[src/rtl/spi_shift_ctrl.sv]
// SPI shift engine: serialises tx_data onto mosi and collects miso into rx_data,
// paced by the clock generator's edge strobes. Define SPI_SHIFT_CTRL_IRQ_EN for irq/irq_ack.
module spi_shift_ctrl #(
    parameter int DATA_W = 32,
    parameter int CNT_W  = 6
) (
    input  logic              clk_in,
    input  logic              rst_n,
    input  logic              start,
    input  logic [CNT_W-1:0]  len,
    input  logic              lsb,
    input  logic              tx_negedge,
    input  logic              rx_negedge,
    input  logic [DATA_W-1:0] tx_data,
    input  logic              pos_edge,
    input  logic              neg_edge,
    input  logic              miso,
    output logic              go,
    output logic              tip,
    output logic              last_clk,
    output logic              mosi,
    output logic [DATA_W-1:0] rx_data,
    output logic              done
`ifdef SPI_SHIFT_CTRL_IRQ_EN
    ,
    output logic              irq,
    input  logic              irq_ack
`endif
);
    localparam int               IDX_W    = (DATA_W > 1) ? $clog2(DATA_W) : 1;
    localparam logic [CNT_W-1:0] FULL_LEN = CNT_W'(DATA_W);

    typedef enum logic {ST_IDLE, ST_RUN} state_t;

    state_t            r_state, w_state_next;
    logic [DATA_W-1:0] r_shift, w_shift_next;
    logic [DATA_W-1:0] r_rx, w_rx_next;
    logic [CNT_W-1:0]  r_len, w_len_next;
    logic [CNT_W-1:0]  r_tx_cnt, w_tx_cnt_next;
    logic [CNT_W-1:0]  r_rx_cnt, w_rx_cnt_next;
    logic              r_lsb, w_lsb_next;
    logic              r_tx_neg, w_tx_neg_next;
    logic              r_rx_neg, w_rx_neg_next;
    logic              r_go, w_go_next;
    logic              r_tip, w_tip_next;
    logic              r_last_clk, w_last_clk_next;
    logic              r_mosi, w_mosi_next;
    logic              r_done, w_done_next;

    logic [CNT_W-1:0]  w_len_eff;
    logic [IDX_W-1:0]  w_tx_idx;
    logic [IDX_W-1:0]  w_rx_idx;
    logic              w_tx_edge;
    logic              w_rx_edge;

    assign w_len_eff = (len == '0 || len > FULL_LEN) ? FULL_LEN : len;
    assign w_tx_edge = r_tx_neg ? neg_edge : pos_edge;
    assign w_rx_edge = r_rx_neg ? neg_edge : pos_edge;
    // Counters run N..1, so the bit position follows directly from the remaining count.
    assign w_tx_idx  = IDX_W'(r_lsb ? (r_len - r_tx_cnt) : (r_tx_cnt - CNT_W'(1)));
    assign w_rx_idx  = IDX_W'(r_len - r_rx_cnt);

    always_comb begin
        w_state_next  = r_state;
        w_shift_next  = r_shift;
        w_rx_next     = r_rx;
        w_len_next    = r_len;
        w_tx_cnt_next = r_tx_cnt;
        w_rx_cnt_next = r_rx_cnt;
        w_lsb_next    = r_lsb;
        w_tx_neg_next = r_tx_neg;
        w_rx_neg_next = r_rx_neg;
        w_go_next     = 1'b0;
        w_tip_next    = r_tip;
        w_mosi_next   = r_mosi;
        w_done_next   = 1'b0;

        case (r_state)
            ST_IDLE: begin
                if (start) begin
                    w_state_next  = ST_RUN;
                    w_shift_next  = tx_data;
                    w_rx_next     = '0;
                    w_len_next    = w_len_eff;
                    w_tx_cnt_next = w_len_eff;
                    w_rx_cnt_next = w_len_eff;
                    w_lsb_next    = lsb;
                    w_tx_neg_next = tx_negedge;
                    w_rx_neg_next = rx_negedge;
                    w_go_next     = 1'b1;
                    w_tip_next    = 1'b1;
                end
            end
            ST_RUN: begin
                if (w_tx_edge && r_tx_cnt != '0) begin
                    w_mosi_next   = r_shift[w_tx_idx];
                    w_tx_cnt_next = r_tx_cnt - CNT_W'(1);
                end
                if (w_rx_edge && r_rx_cnt != '0) begin
                    if (r_lsb)
                        w_rx_next[w_rx_idx] = miso;
                    else
                        w_rx_next = {r_rx[DATA_W-2:0], miso};
                    w_rx_cnt_next = r_rx_cnt - CNT_W'(1);
                    if (r_rx_cnt == CNT_W'(1)) begin
                        w_state_next = ST_IDLE;
                        w_tip_next   = 1'b0;
                        w_done_next  = 1'b1;
                    end
                end
            end
            default: w_state_next = ST_IDLE;
        endcase

        // Built from next values so last_clk is valid the cycle right after the final launch.
        w_last_clk_next = w_tip_next && (w_tx_cnt_next == '0);
    end

    always_ff @(posedge clk_in) begin
        if (!rst_n) begin
            r_state    <= ST_IDLE;
            r_shift    <= '0;
            r_rx       <= '0;
            r_len      <= '0;
            r_tx_cnt   <= '0;
            r_rx_cnt   <= '0;
            r_lsb      <= 1'b0;
            r_tx_neg   <= 1'b0;
            r_rx_neg   <= 1'b0;
            r_go       <= 1'b0;
            r_tip      <= 1'b0;
            r_last_clk <= 1'b0;
            r_mosi     <= 1'b0;
            r_done     <= 1'b0;
        end else begin
            r_state    <= w_state_next;
            r_shift    <= w_shift_next;
            r_rx       <= w_rx_next;
            r_len      <= w_len_next;
            r_tx_cnt   <= w_tx_cnt_next;
            r_rx_cnt   <= w_rx_cnt_next;
            r_lsb      <= w_lsb_next;
            r_tx_neg   <= w_tx_neg_next;
            r_rx_neg   <= w_rx_neg_next;
            r_go       <= w_go_next;
            r_tip      <= w_tip_next;
            r_last_clk <= w_last_clk_next;
            r_mosi     <= w_mosi_next;
            r_done     <= w_done_next;
        end
    end

    assign go       = r_go;
    assign tip      = r_tip;
    assign last_clk = r_last_clk;
    assign mosi     = r_mosi;
    assign rx_data  = r_rx;
    assign done     = r_done;

`ifdef SPI_SHIFT_CTRL_IRQ_EN
    logic r_irq;

    // A done pulse wins over a coincident acknowledge so no completion is lost.
    always_ff @(posedge clk_in) begin
        if (!rst_n)
            r_irq <= 1'b0;
        else if (r_done)
            r_irq <= 1'b1;
        else if (irq_ack)
            r_irq <= 1'b0;
    end

    assign irq = r_irq;
`endif

endmodule

[config.mk]
export PLATFORM = sky130hd
export DESIGN_NAME = spi_shift_ctrl
export DESIGN_NICKNAME = d
export VERILOG_FILES = /design/src/rtl/spi_shift_ctrl.sv
export SDC_FILE = /design/constraint.sdc
export NUM_CORES = 1
export LEC_CHECK = 0
export BUFFER_PORTS_ARGS = -buffer_cell sky130_fd_sc_hd__buf_2
export CORE_ASPECT_RATIO = 0.8
export CORE_UTILIZATION = 50
export CTS_CLUSTER_DIAMETER = 80
export DETAILED_ROUTE_END_ITERATION = 16
export HOLD_SLACK_MARGIN = 0.1
export PLACE_DENSITY = 0.72
export SLEW_MARGIN = 25
export SYNTH_ARGS = -nofsm -noshare
export SYNTH_HDL_FRONTEND = slang
export SYNTH_SLANG_ARGS = --single-unit
[constraint.sdc]
create_clock -name clk_in -period 3.1 [get_ports clk_in]
set_clock_uncertainty 0.15 [all_clocks]
set_input_delay 0.62 -clock clk_in [delete_from_list [all_inputs] [get_ports clk_in]]
set_output_delay 0.62 -clock clk_in [all_outputs]
set_load 0.02 [all_outputs]
After elaboration in Yosys (flattened, before gate mapping)
Cells that the tools add are included.
- register bits: 90
- bits in latches: 0
- RAM bits: 0
- bits in read-only memories: 0
- input port bits: 47
- output and inout port bits: 37
- logic and storage cells: 69
- memories: 0
- add/sub/neg operators: 4
- multipliers: 0
- divide/modulo/power cells: 0
- magnitude comparators: 4
- equal/unequal tests: 3
- shifts and indexed selects: 0
- mux-type cells: 28
- bitwise operators: 2
- reductions and logical operators: 14
- operator list (cell ; number):
    $mux W32 ; 3
    $pmux W32 S2 ; 1
    $bwmux W32 ; 1
    $mux W6 ; 5
    $pmux W6 S2 ; 2
    $logic_not A6 Y1 ; 2
    $lt A5 B6 Y1 const B ; 2
    $reduce_bool A6 Y1 ; 2
    $sub A6 B1 Y6 const B ; 2
    $mux W1 ; 11
    $sub A5 B5 Y5 ; 2
    $eq A6 B1 Y1 const B ; 1
    $gt A6 B6 Y1 const B ; 1
    $reduce_and A2 Y1 ; 3
    $bmux W1 S5 ; 1
    $demux W1 S5 ; 1
    $ge A5 B1 Y1 const B ; 1
    $mux W5 ; 1
    $logic_and A1 B1 Y1 ; 4
    $pmux W1 S2 ; 2
    $reduce_and A3 Y1 ; 1
    $ne A2 B1 Y1 const B ; 1
    $ne A2 B2 Y1 const B ; 1
    $not A1 Y1 ; 2
    other kinds (2) ; 2

Depth between registers and ports, before layout
- depth in word-level cells: 9
- depth in mapped cells: 12
- gate-level depth less buffers: 11

Worst setup path after synthesis
Ideal clock, no wire load.
- path type: reg2reg
- from: register r_rx_cnt[0]
- to: register r_rx[30] (netlist: rx_data[30])
- setup time: 92 ps
- data arrival time: 2437 ps
- path slack: 421 ps
- stages on the path, launching flop included: 12
- path through: dfxtp_1 ha_1 inv_1 fa_1 a21o_1 a21oi_2 xnor2_1 or4b_1 buf_2 o21ai_1 nand2_1 o32ai_1
- cells in the longest elaborated chain, start to end: 9
- elaborated cells on any way between the ends: 14
- those cells by class: add/sub: 1; order compare: 2; eq/ne: 1; mux: 6; reduce/logical: 4
- RTL lines (element ; RTL line ; RTL):
    from (decl) ; 40 ; logic [CNT_W-1:0] r_rx_cnt, w_rx_cnt_next;
    from (signal assigned) ; 141 ; r_rx_cnt <= w_rx_cnt_next;
    $sub A5 B5 Y5 ; 61 ; assign w_rx_idx = IDX_W'(r_len - r_rx_cnt);
    $lt A5 B6 Y1 (implied by the code) / $ge A5 B1 Y1 (equally long branches) ; 101 ; w_rx_next[w_rx_idx] = miso;
    $logic_and A1 B1 Y1 (implied by the code) ; 101 ;
    $mux W1 (implied by the code) ; 101 ;
    $demux W1 S5 ; 101 ;
    $bwmux W32 ; 101 ;
    $mux W32 ; 100 ; if (r_lsb)
    $mux W32 ; 99 ; if (w_rx_edge && r_rx_cnt != '0) begin
    $pmux W32 S2 ; 78 ; case (r_state)
    to (signal assigned) ; 138 ; r_rx <= w_rx_next;
    to (decl) ; 37 ; logic [DATA_W-1:0] r_rx, w_rx_next;
Several ways; a longest one is shown, not always the timed one. The select of a mux whose other input is x is not followed.
A chain may end at the register's enable or synchronous reset.

Worst setup path after layout
Same ends and word-level chain as after synthesis.

==> impl_metrics.csv <==
group,metric,value,unit
outcome,status,"finished, final reports clean",
die,die_h,93.3,µm
timing,setup_viol,0,
finish,num_antenna_cells,0,
synthesis,yosysMostFrequentCell,"nand2_1",
clocking,clock_latency,0.36,ns
critical_path,rrSetupSlack,0.21,ns
finish,final_util,60.5,%
synthesis,seq_area_frac_synth,34.6,%
grt,grt_usage,28.0,%
timing,fin_crit,2.89,ns
finish,drive_gt1_share,17.4,%
grt,grt_max_degree,39,
place,numPortBuffers,83,
clocking,cts_buffers,9,
synthesis,yosys-top-cells-area,"dfxtp_1 (35%), a21oi_1 (8.2%), nand2_1 (8.0%)",
drt,drc,0,
die,num_rows,32,
min_path,hp-start,"r_shift[14]",
clocking,path_clk_slew,0.07,ns
grt,met3_usage,6.68,%
timing,slew-limit-headroom,53.1,%
synthesis,ys_types,61,
clocking,cts-root-buf,"clkbuf_16",
grt,grt_pass1_wl,23.5,mm
power_and_ir_drop,p_leak,2.28,nW
grt,use_met2,41.1,%
clocking,cts.sinks,90,
synthesis,synth_seq_cells,90,
finish,nFillCells,907,
die,die_area,0.0108,mm²
finish,syn_to_final_growth,14.9,%
drt,vias,5201,
critical_path,crit_path_end_kind,"flip-flop",
timing,tightest_slew,0.702,ns
critical_path,worstReg2RegEnd,"rx_data[30]",
critical_path,worstPathRequired,3.21,ns
clocking,cts_tree,"built",
timing,final-hold-violation-count,0,
timing,drv_slew,0,
timing,rsz0062_at_grt,"no",
drt,ant_nets,0,
synthesis,avgSynthCellArea,7.52,µm²
finish,multi_input_area,0.00308,mm²
synthesis,synth.net_count,755,
critical_path,path_class,"reg2reg",
critical_path,critPathMaxFanout,8,
critical_path,worstRegToRegCells,10,
min_path,min_to,"r_shift[14]",
clocking,ctsResizeCount,0,
die,io_pins,84,
place,routabilityCongestion,0.908,
timing,fin_tns_setup,0,ns
drt,first_pass_iters,5,
critical_path,cp-startpoint,"r_rx_cnt[0]",
die,start_util,52.7,%
drt,vias_per_cell,5.81,
timing,timing.final.crit_share,93.3,%
finish,nNetsFinal,816,
die,core_area,0.00989,mm²
grt,gr-total-overflow,0,
min_path,min_path_type,"reg2reg",
clocking,cts_buffer_depth,2,
job,maxCapViolCount,0,
power_and_ir_drop,power_density,522,mW/mm²
synthesis,synth_top_cell_by_area,"dfxtp_1",
critical_path,r2r-start,"r_rx_cnt[0]",
synthesis,synthCells,693,
synthesis,synthesis.area,0.00521,mm²
synthesis,synth_edf_count,0,
drt,wl,14.3,mm
clocking,cts_setup_buffers,0,
drt,drt-initial-drc-count,441,
synthesis,yosysWarnings,0,
drt,wire_per_inst,16.0,µm
finish,seq_area,0.00180,mm²
power_and_ir_drop,ir_drop,411,µV
synthesis,synth_top_area_share,34.6,%
critical_path,worstSetupStartpointType,"flip-flop",
critical_path,cp.arrival,3.00,ns
timing,fmax,346,MHz
clocking,h-tree-depth,3,
die,die_x,116,µm
clocking,hold_buffers,0,
timing,worst_slack,0.206,ns
synthesis,synth_common_cells,"nand2_1 (111), dfxtp_1 (90), a21oi_1 (85)",
place,dp_slack,0.112,ns
min_path,min_path_cells,2,
synthesis,async_flop_share,0,%
place,dp.final_hpwl,10.2,mm
grt,busiest_layer,"met1",
grt,antenna_found_initial,0,
timing,hold-worst-slack,0.304,ns
grt,grt_pass1_vias,4790,
synthesis,synthFlopType,"dfxtp_1",
grt,use_met1,41.3,%
-- placed cells by master (no fill, tap or decap), types with 9 or more instances in the layout --
master and instances:
nand2_1 111, dfxtp_1 90, a21oi_1 85, buf_2 83
inv_1 36, nand3_1 31, nor2_1 29, nor2b_1 26
o22ai_1 25, o21ai_0 23, a211oi_1 16, buf_4 14
ha_1 13, mux2i_1 12, o21ai_1 12, and2_1 12
xnor2_1 9, clkbuf_16 9
-- worst max-delay path, stage by stage (launching register included) --
cell     delay [ns]
dfxtp_1        0.39
ha_1           0.20
inv_1          0.06
fa_1           0.47
a21o_1         0.21
a21oi_2        0.20
xnor2_1        0.10
or4b_4         0.62
o21ai_1        0.21
nand2_1        0.09
o32ai_1        0.10
-- stage by stage --
stage	instance area (µm²)	std cells	power, mW
2_1_floorplan	5210	693	1.87
3_3_place_gp	5700	879	2.05
3_5_place_dp	5700	879	2.07
4_1_cts	5980	895	3.12
5_1_grt	5990	895	3.29
6_report	5990	895	3.12
-- final cells by class --
class / count / share of cell area [%]
well taps: 136 / 2.84
clock inverters: 7 / 0.899
inverters: 37 / 2.32
flip-flops and latches: 90 / 30.1
multi-input cells: 519 / 51.4
clock buffers: 9 / 3.76
repair buffers: 97 / 8.70
-- power breakdown --
part	total, mW	switching [mW]	internal (mW)
combinational	0.824	0.516	0.308
clock	1.05	0.500	0.551
sequential	1.25	0.0453	1.21
-- registers in the layout (all words and copies together) (netlist names), 5 cells and up --
signal	cells
r_len	5
rx_data	32
r_tx_cnt	6
r_shift	32
r_rx_cnt	6
-- metal layers --
| layer | vias up | part of all wire [%] |
|---|---|---|
| li1 | 2552 | - |
| met1 | 2424 | 48 |
| met2 | 218 | 43 |
| met3 | 7 | 7.9 |
| met4 | 0 | 0.64 |
| met5 | - | 0 |
-- cells by family after synthesis --
| group | Yosys count | share of synthesized area (%) |
|---|---|---|
| XOR/XNOR | 13 | 2.47 |
| AND/OR/NAND/NOR | 263 | 24.5 |
| flip-flops | 90 | 34.6 |
| buffers and inverters | 84 | 6.56 |
| AO/OA/AOI/OAI | 214 | 25.2 |
| multiplexers | 14 | 2.74 |
| adder cells (fa/ha/maj) | 15 | 3.89 |
-- worst max-delay path by stage --
| stage | end | slack, ns | cells past startpoint |
|---|---|---|---|
| 6_report | rx_data[30] | 0.21 | 10 |
| 4_1_cts | rx_data[28] | 0.08 | 11 |
| 3_5_place_dp | rx_data[28] | 0.11 | 10 |
| 3_3_place_gp | rx_data[31] | 0.24 | 10 |
| 5_1_grt | rx_data[0] | 0.006 | 11 |
| 2_1_floorplan | rx_data[30] | 0.42 | 11 |
Note: power is estimated with default switching activity, not from simulation.
